==> config.mk <==
export PLATFORM = sky130hd
export DESIGN_NAME = seg_scan_ctrl
export DESIGN_NICKNAME = d
export VERILOG_FILES = /design/src/rtl/seg_scan_ctrl.sv
export SDC_FILE = /design/constraint.sdc
export NUM_CORES = 1
export LEC_CHECK = 0
export ABC_AREA = 1
export CELL_PAD_IN_SITES_DETAIL_PLACEMENT = 1
export CELL_PAD_IN_SITES_GLOBAL_PLACEMENT = 2
export CORE_MARGIN = 4
export CORE_UTILIZATION = 25
export CTS_CLUSTER_DIAMETER = 100
export DETAILED_ROUTE_END_ITERATION = 6
export GPL_ROUTABILITY_DRIVEN = 0
export PLACE_DENSITY_LB_ADDON = 0.25
export SLEW_MARGIN = 30
export SYNTH_ARGS = -nofsm -noshare
export SYNTH_HDL_FRONTEND = slang
export SYNTH_SLANG_ARGS = --single-unit
==> constraint.sdc <==
create_clock -name clk -period 4.3 [get_ports clk]
set_clock_uncertainty 0.05 [all_clocks]
set_input_delay 0.43 -clock clk [delete_from_list [all_inputs] [get_ports clk]]
set_output_delay 0.43 -clock clk [all_outputs]
set_load 0.01 [all_outputs]
==> src/rtl/seg_scan_ctrl.sv <==
// seg_scan_ctrl: digit scan sequencer for the 4-digit 7-segment display.
// Produces the digit select (scan), the per-slot ghost-suppression blank, a
// frame tick, and frame-synchronous copies of the host hex/point/LE words.
// Optional build macro SEG_SCAN_BLINK_EN adds blink_mask and a frame counter
// that blanks masked digits during the upper half of each blink period.
module seg_scan_ctrl #(
  parameter int SLOT_CYC     = 100000,
  parameter int BLANK_CYC    = 1000,
  parameter int CNT_W        = 17
`ifdef SEG_SCAN_BLINK_EN
  ,
  parameter int BLINK_FRAMES = 256
`endif
) (
  input  logic        clk,
  input  logic        rst_n,
  input  logic        freeze,
  input  logic        wr_req,
  input  logic [15:0] wr_hexs,
  input  logic [3:0]  wr_point,
  input  logic [3:0]  wr_les,
`ifdef SEG_SCAN_BLINK_EN
  input  logic [3:0]  blink_mask,
`endif
  output logic        wr_ack,
  output logic [1:0]  scan,
  output logic        blank,
  output logic        frame_tick,
  output logic [15:0] hexs_o,
  output logic [3:0]  point_o,
  output logic [3:0]  les_o,
  output logic        pending
);

  localparam logic [CNT_W-1:0] SLOT_LAST = CNT_W'(SLOT_CYC - 1);
  localparam logic [CNT_W-1:0] BLANK_LIM = CNT_W'(BLANK_CYC);

  logic [CNT_W-1:0] slot_cnt;
  logic [CNT_W-1:0] slot_nxt;
  logic [1:0]       scan_nxt;
  logic             blank_nxt;
  logic             blink_nxt;
  logic             slot_wrap;
  logic             commit;
  logic [15:0]      hexs_buf;
  logic [3:0]       point_buf;
  logic [3:0]       les_buf;

  assign slot_wrap  = (slot_cnt == SLOT_LAST);
  assign frame_tick = !freeze && slot_wrap && (scan == 2'd3);
  // A commit needs data that was already pending before this edge.
  assign commit     = frame_tick && pending;

`ifdef SEG_SCAN_BLINK_EN
  localparam int FC_W = (BLINK_FRAMES > 2) ? $clog2(BLINK_FRAMES) : 1;
  localparam logic [FC_W-1:0] FC_LAST = FC_W'(BLINK_FRAMES - 1);
  localparam logic [FC_W-1:0] FC_HALF = FC_W'(BLINK_FRAMES / 2);

  logic [FC_W-1:0] frame_cnt;
  logic [FC_W-1:0] frame_nxt;

  // Next blink-period position; advances once per frame, frozen with the scan.
  always_comb begin
    frame_nxt = frame_cnt;
    if (frame_tick) begin
      frame_nxt = (frame_cnt == FC_LAST) ? '0 : frame_cnt + FC_W'(1);
    end
  end

  // Blink period frame counter.
  always_ff @(posedge clk or negedge rst_n) begin
    if (!rst_n) frame_cnt <= '0;
    else        frame_cnt <= frame_nxt;
  end

  // Blink is evaluated against the slot being entered so it covers the whole slot.
  assign blink_nxt = (frame_nxt >= FC_HALF) && blink_mask[scan_nxt];
`else
  assign blink_nxt = 1'b0;
`endif

  // Next slot position and blank level; blank is registered from the next count
  // so it lines up exactly with slot_cnt < BLANK_CYC.
  always_comb begin
    slot_nxt  = slot_cnt;
    scan_nxt  = scan;
    blank_nxt = blank;
    if (!freeze) begin
      if (slot_wrap) begin
        slot_nxt = '0;
        scan_nxt = scan + 2'd1;
      end else begin
        slot_nxt = slot_cnt + CNT_W'(1);
      end
      blank_nxt = (slot_nxt < BLANK_LIM) || blink_nxt;
    end
  end

  // Slot counter, digit index and blank register.
  always_ff @(posedge clk or negedge rst_n) begin
    if (!rst_n) begin
      slot_cnt <= '0;
      scan     <= 2'd0;
      blank    <= 1'b1;
    end else begin
      slot_cnt <= slot_nxt;
      scan     <= scan_nxt;
      blank    <= blank_nxt;
    end
  end

  // Host write buffers; a new request always wins over a simultaneous commit.
  always_ff @(posedge clk or negedge rst_n) begin
    if (!rst_n) begin
      hexs_buf  <= 16'h0000;
      point_buf <= 4'h0;
      les_buf   <= 4'h0;
      pending   <= 1'b0;
    end else begin
      if (wr_req) begin
        hexs_buf  <= wr_hexs;
        point_buf <= wr_point;
        les_buf   <= wr_les;
      end
      pending <= wr_req || (pending && !commit);
    end
  end

  // Displayed words only change at a frame boundary; ack follows the commit edge.
  always_ff @(posedge clk or negedge rst_n) begin
    if (!rst_n) begin
      hexs_o  <= 16'h0000;
      point_o <= 4'hF;
      les_o   <= 4'h0;
      wr_ack  <= 1'b0;
    end else begin
      if (commit) begin
        hexs_o  <= hexs_buf;
        point_o <= point_buf;
        les_o   <= les_buf;
      end
      wr_ack <= commit;
    end
  end

endmodule
After elaboration in Yosys (flattened, before gate mapping)
Index checks and enable logic that the tools add are counted.
Word-level totals
  output and inout port bits: 30
  bits of input ports: 28
  register bits after elaboration: 70
  word-level logic and storage cells: 27
Operators by class
  multiplexer cells: 2
  equality and inequality tests: 2
  order comparisons: 1
  reduce and logical (&&, ||, !) cells: 8
  add/sub/neg operators: 2
  bitwise gates (word level): 1
Operator list (number)
  17-bit two-way mux: 2
  17-bit by 1-bit adder with 17-bit output, second input constant: 1
  17-bit equality test, second input constant: 1
  17-bit by 10-bit < comparator with 1-bit output, second input constant: 1
  1-bit logical AND: 4
  2-bit by 1-bit adder with 2-bit output, second input constant: 1
  2-bit equality test, second input constant: 1
  1-bit logical NOT: 2
  2-bit AND reduction: 1
  1-bit logical OR: 1
  1-bit inverter: 1

Logic depth before layout (Yosys ltp)
  depth after elaboration: 7
  mapped depth: 14
  depth with buffers taken out: 12

Worst setup path before layout
Ideal clock, no wire load.
  path type: register -> register
  start point: register slot_cnt[0]
  end point: register hexs_o[10]
  data required time: 4129 ps
  path buffers: 2
  period minus slack after synthesis: 1802 ps
  stages on the path, launching flop included: 15
  arrival time: 1631 ps
  setup slack: 2498 ps
  setup time: 121 ps
  path through: dfrtp_1 -> ha_1 -> nand2_1 -> inv_2 -> nand2_2 -> nor2_4 -> nand2_2 -> nor2_4 -> nand2_2 -> clkinv_2 -> nand2_2 -> buf_6 -> buf_6 -> nand2_1 -> o21ai_1
On the way
  longest elaborated chain between the ends: 4
Ends and longest elaborated chain
  start: declaration: line 38  | logic [CNT_W-1:0] slot_cnt;
  start signal: assignment: line 106  | slot_cnt <= slot_nxt;
  17-bit equality test: line 49  | assign slot_wrap = (slot_cnt == SLOT_LAST);
  1-bit logical AND (2 in series): line 50  | assign frame_tick = !freeze && slot_wrap && (scan == 2'd3);
  named net frame_tick: line 28  | output logic frame_tick,
  1-bit logical AND: line 52  | assign commit = frame_tick && pending;
  end signal: assignment: line 138  | hexs_o <= hexs_buf;
  end: declaration: line 29  | output logic [15:0] hexs_o,
The timed path passes the listed nets, and every way through them passes these cells.
A chain may end at the register's enable or synchronous reset.

Final worst setup path
  start point: input port freeze
  end point: output port frame_tick
On the way
  longest elaborated chain between the ends: 3
Ends and longest elaborated chain
  start: declaration: line 17  | input logic freeze,
  1-bit logical NOT
  1-bit logical AND (2 in series): line 50
  end: declaration: line 28
Every way passes these cells.

==> qor.csv <==
stage;metric;value;unit
yosys;Synth Net Count;422;
global_routing;first-pass GRT wire length;14400;um
global_routing;initial antenna violation count;0;
final_layout;design area;4290;um2
place;I/O Buffers;57;
yosys;Synth Register Bits;70;
yosys;Syn. warnings;0;
place;detailed placement HPWL;6110;um
sta;Final period util;0.659;
clocking;clock latency on the worst-skew pair;330;ps
yosys;library cells used by synthesis;27;
setup_path;CP cell instances;clkdlybuf4s50_1 > nor2_4 > nand2_2 > clkinv_2 > clkdlybuf4s50_1;
place;DP Area;3930;um2
hold_path;Hold Crit Class;in -> async;
final_layout;Final #Nets;479;
yosys;largest area contributor in the netlist;dfrtp_1;
sta;actual transition at the worst max-transition pin;919;ps
die;die width;121;um
die;area of the core;12600;um2
final_layout;Antenna Cells;0;
die;row cnt;41;
final_layout;Layout area overhead;33.9;%
yosys;top cell type's share of synthesized area;0.508;
routing;DR WL/cell;13.5;um
die;die area;14700;um2
global_routing;total gr overflow;0;
final_layout;final-layout fill cell count;1488;
setup_path;CP Launch Type;primary input;
sta;Period minus WS final;2830;ps
setup_path;CP required;3820;ps
routing;DRC viols;0;
clocking;Root Buffer;clkbuf_16;
clocking;number of gates resized after CTS;0;
status;status;complete, no violations;
clocking;Setup Fix Bufs, Post-CTS;0;
routing;drt pass-1 iters;4;
clocking;CTS Sinks;70;
die;Initial Util;0.255;
clocking;H-Tree Depth;3;
final_layout;layout cell share with drive strength beyond 1;0.0903;
global_routing;largest net degree at the start of global routing;50;
setup_path;R2R cell count;12;
flow_run;max_cap viols;0;
setup_path;Max FO, Critical Path;26;
routing;Antenna Nets Post-Route;0;
clocking;CTS Hold Bufs;0;
setup_path;Crit Path Class;in -> out;
power_and_ir_drop;Leak;1.93;nW
yosys;Cell Area, Synth;3200;um2
power_and_ir_drop;Worst IR Drop VDD;0.000167;V
setup_path;slowest stage cell, crit path;clkdlybuf4s50_1;
setup_path;most used cell, CP;clkdlybuf4s50_1;
routing;final wirelength;8430;um
sta;Pins Over Slew Limit;0;
sta;unrepaired setup endpoints after global routing;false;
global_routing;All-Layer GR Usage;0.125;
routing;Vias;2676;
setup_path;Largest stage delay, worst path;880;ps
clocking;clk buf depth;2;
die;I/O pin cnt;58;
clocking;clock-pin transition on the worst setup and hold timing paths;60;ps
global_routing;vias in the first global route;2855;
sta;setup_tns;0;ps
routing;drt initial violations;92;
yosys;ranking of synthesized cells by area;dfrtp_1 (51%), nand2_1 (14%), o21ai_0 (6.6%), inv_1 (5.5%), dfstp_2 (4.1%);
die;Die Ht;121;um
clocking;CTS Buf Count;9;
setup_path;Worst Path Arrival;2350;ps
power_and_ir_drop;pwr/cell area;444;nW/um2
sta;Hold Fails Final Rpt;0;
sta;Setup-failing EPs final;0;
clocking;CTS tree;yes;
yosys;register area share after synthesis;0.549;
setup_path;CP Capture Type;output port;
yosys;mean post-synth cell area;8.16;um2
sta;fmax;353;MHz
sta;relative slew slack;0.385;
yosys;Synth Instances;392;
routing;Via-to-Cell Ratio;4.27;
## report_power, final
| part | switching [mW] | internal [mW] |
|---|---|---|
| Sequential | 0.0657 | 0.724 |
| Combinational | 0.148 | 0.0906 |
| Clock | 0.288 | 0.585 |
## registers in the layout, indices dropped and copies added (netlist names)
signal,cells
scan,2
point_o,4
pending,1
les_o,4
point_buf,4
blank,1
hexs_o,16
slot_cnt,17
les_buf,4
hexs_buf,16
wr_ack,1
## path summary, 6_finish.rpt
kind | start | to | slack, ps
max in group asynchronous | rst_n | point_o[3] | 3070
min reg2reg | blank | blank | 430
min | rst_n | point_buf[0] | 130
max | freeze | frame_tick | 1470
min in group clk | blank | blank | 430
max reg2reg | slot_cnt[0] | les_o[3] | 2140
## layer usage
metal  GRT usage  up-vias  part of all wire
met5           0        -                 0
met4      0.0462        0             0.016
met3      0.0373       12             0.036
met2       0.186       41              0.45
met1       0.171     1282              0.50
li1            -     1341                 -
## logic make-up after synthesis
kind of cell,after synthesis,share of synthesized area
and+or+nand+nor,181,0.232
DFF,70,0.549
AOI/OAI and AO/OA,69,0.116
buffers and inverters,66,0.0833
xor gates and xnor gates,3,0.00821
adders and majority gates,2,0.00782
muxes,1,0.00352
## final cells by class
class | count | area (um2) | share of cell area
repair buffers | 59 | 581 | 0.135
multi-input cells | 256 | 1180 | 0.276
flip-flops and latches | 70 | 1760 | 0.410
well taps | 172 | 215 | 0.0502
clock inverters | 5 | 108 | 0.0251
clock buffers | 11 | 243 | 0.0566
inverters | 53 | 200 | 0.0467
## Yosys cell counts (all sizes together)
cell type,number
a21o,1
nor3,1
o21ai,66
o32ai,1
nor2,36
dfrtp,65
xor2,3
buf,5
clkinv,3
dfstp,5
nand3,20
mux2,1
clkbuf,8
inv,50
nand4,3
nand2,121
ha,2
a21oi,1
## cells in the final DEF, fill, tap and decap left out, types with 2 or more instances in the layout
cell	count
nand2_1	116
inv_2	3
nand3_1	20
nor2_4	2
ha_1	2
buf_4	2
clkinv_4	2
clkbuf_16	9
clkinv_1	2
bufinv_16	3
clkdlybuf4s50_1	56
inv_1	47
dfrtp_1	65
dfstp_2	5
nand4_1	3
xor2_1	3
o21ai_0	42
o21ai_2	5
nor2_1	33
o21ai_1	19
nand2_2	4
## metrics by stage
step | setup slack [ps] | utilization | hold WS [ps] | instances | power, mW
finish | 1470 | 0.341 | 130 | 626 | 1.90
global route | 1330 | 0.341 | 190 | 626 | 2.02
CTS | 1490 | 0.341 | 169 | 626 | 1.93
floorplan | 2500 | - | 84.4 | 392 | 0.934
detailed placement | 1370 | 0.313 | 418 | 610 | 1.05
global placement | 1470 | 0.313 | 416 | 610 | 1.04
## worst max-delay path, delay by kind of cell
family                 cells  cell delay, ps
and+or+nand+nor            2             420
buffers and inverters      3            1500
Note: power is estimated with default switching activity, not from simulation.
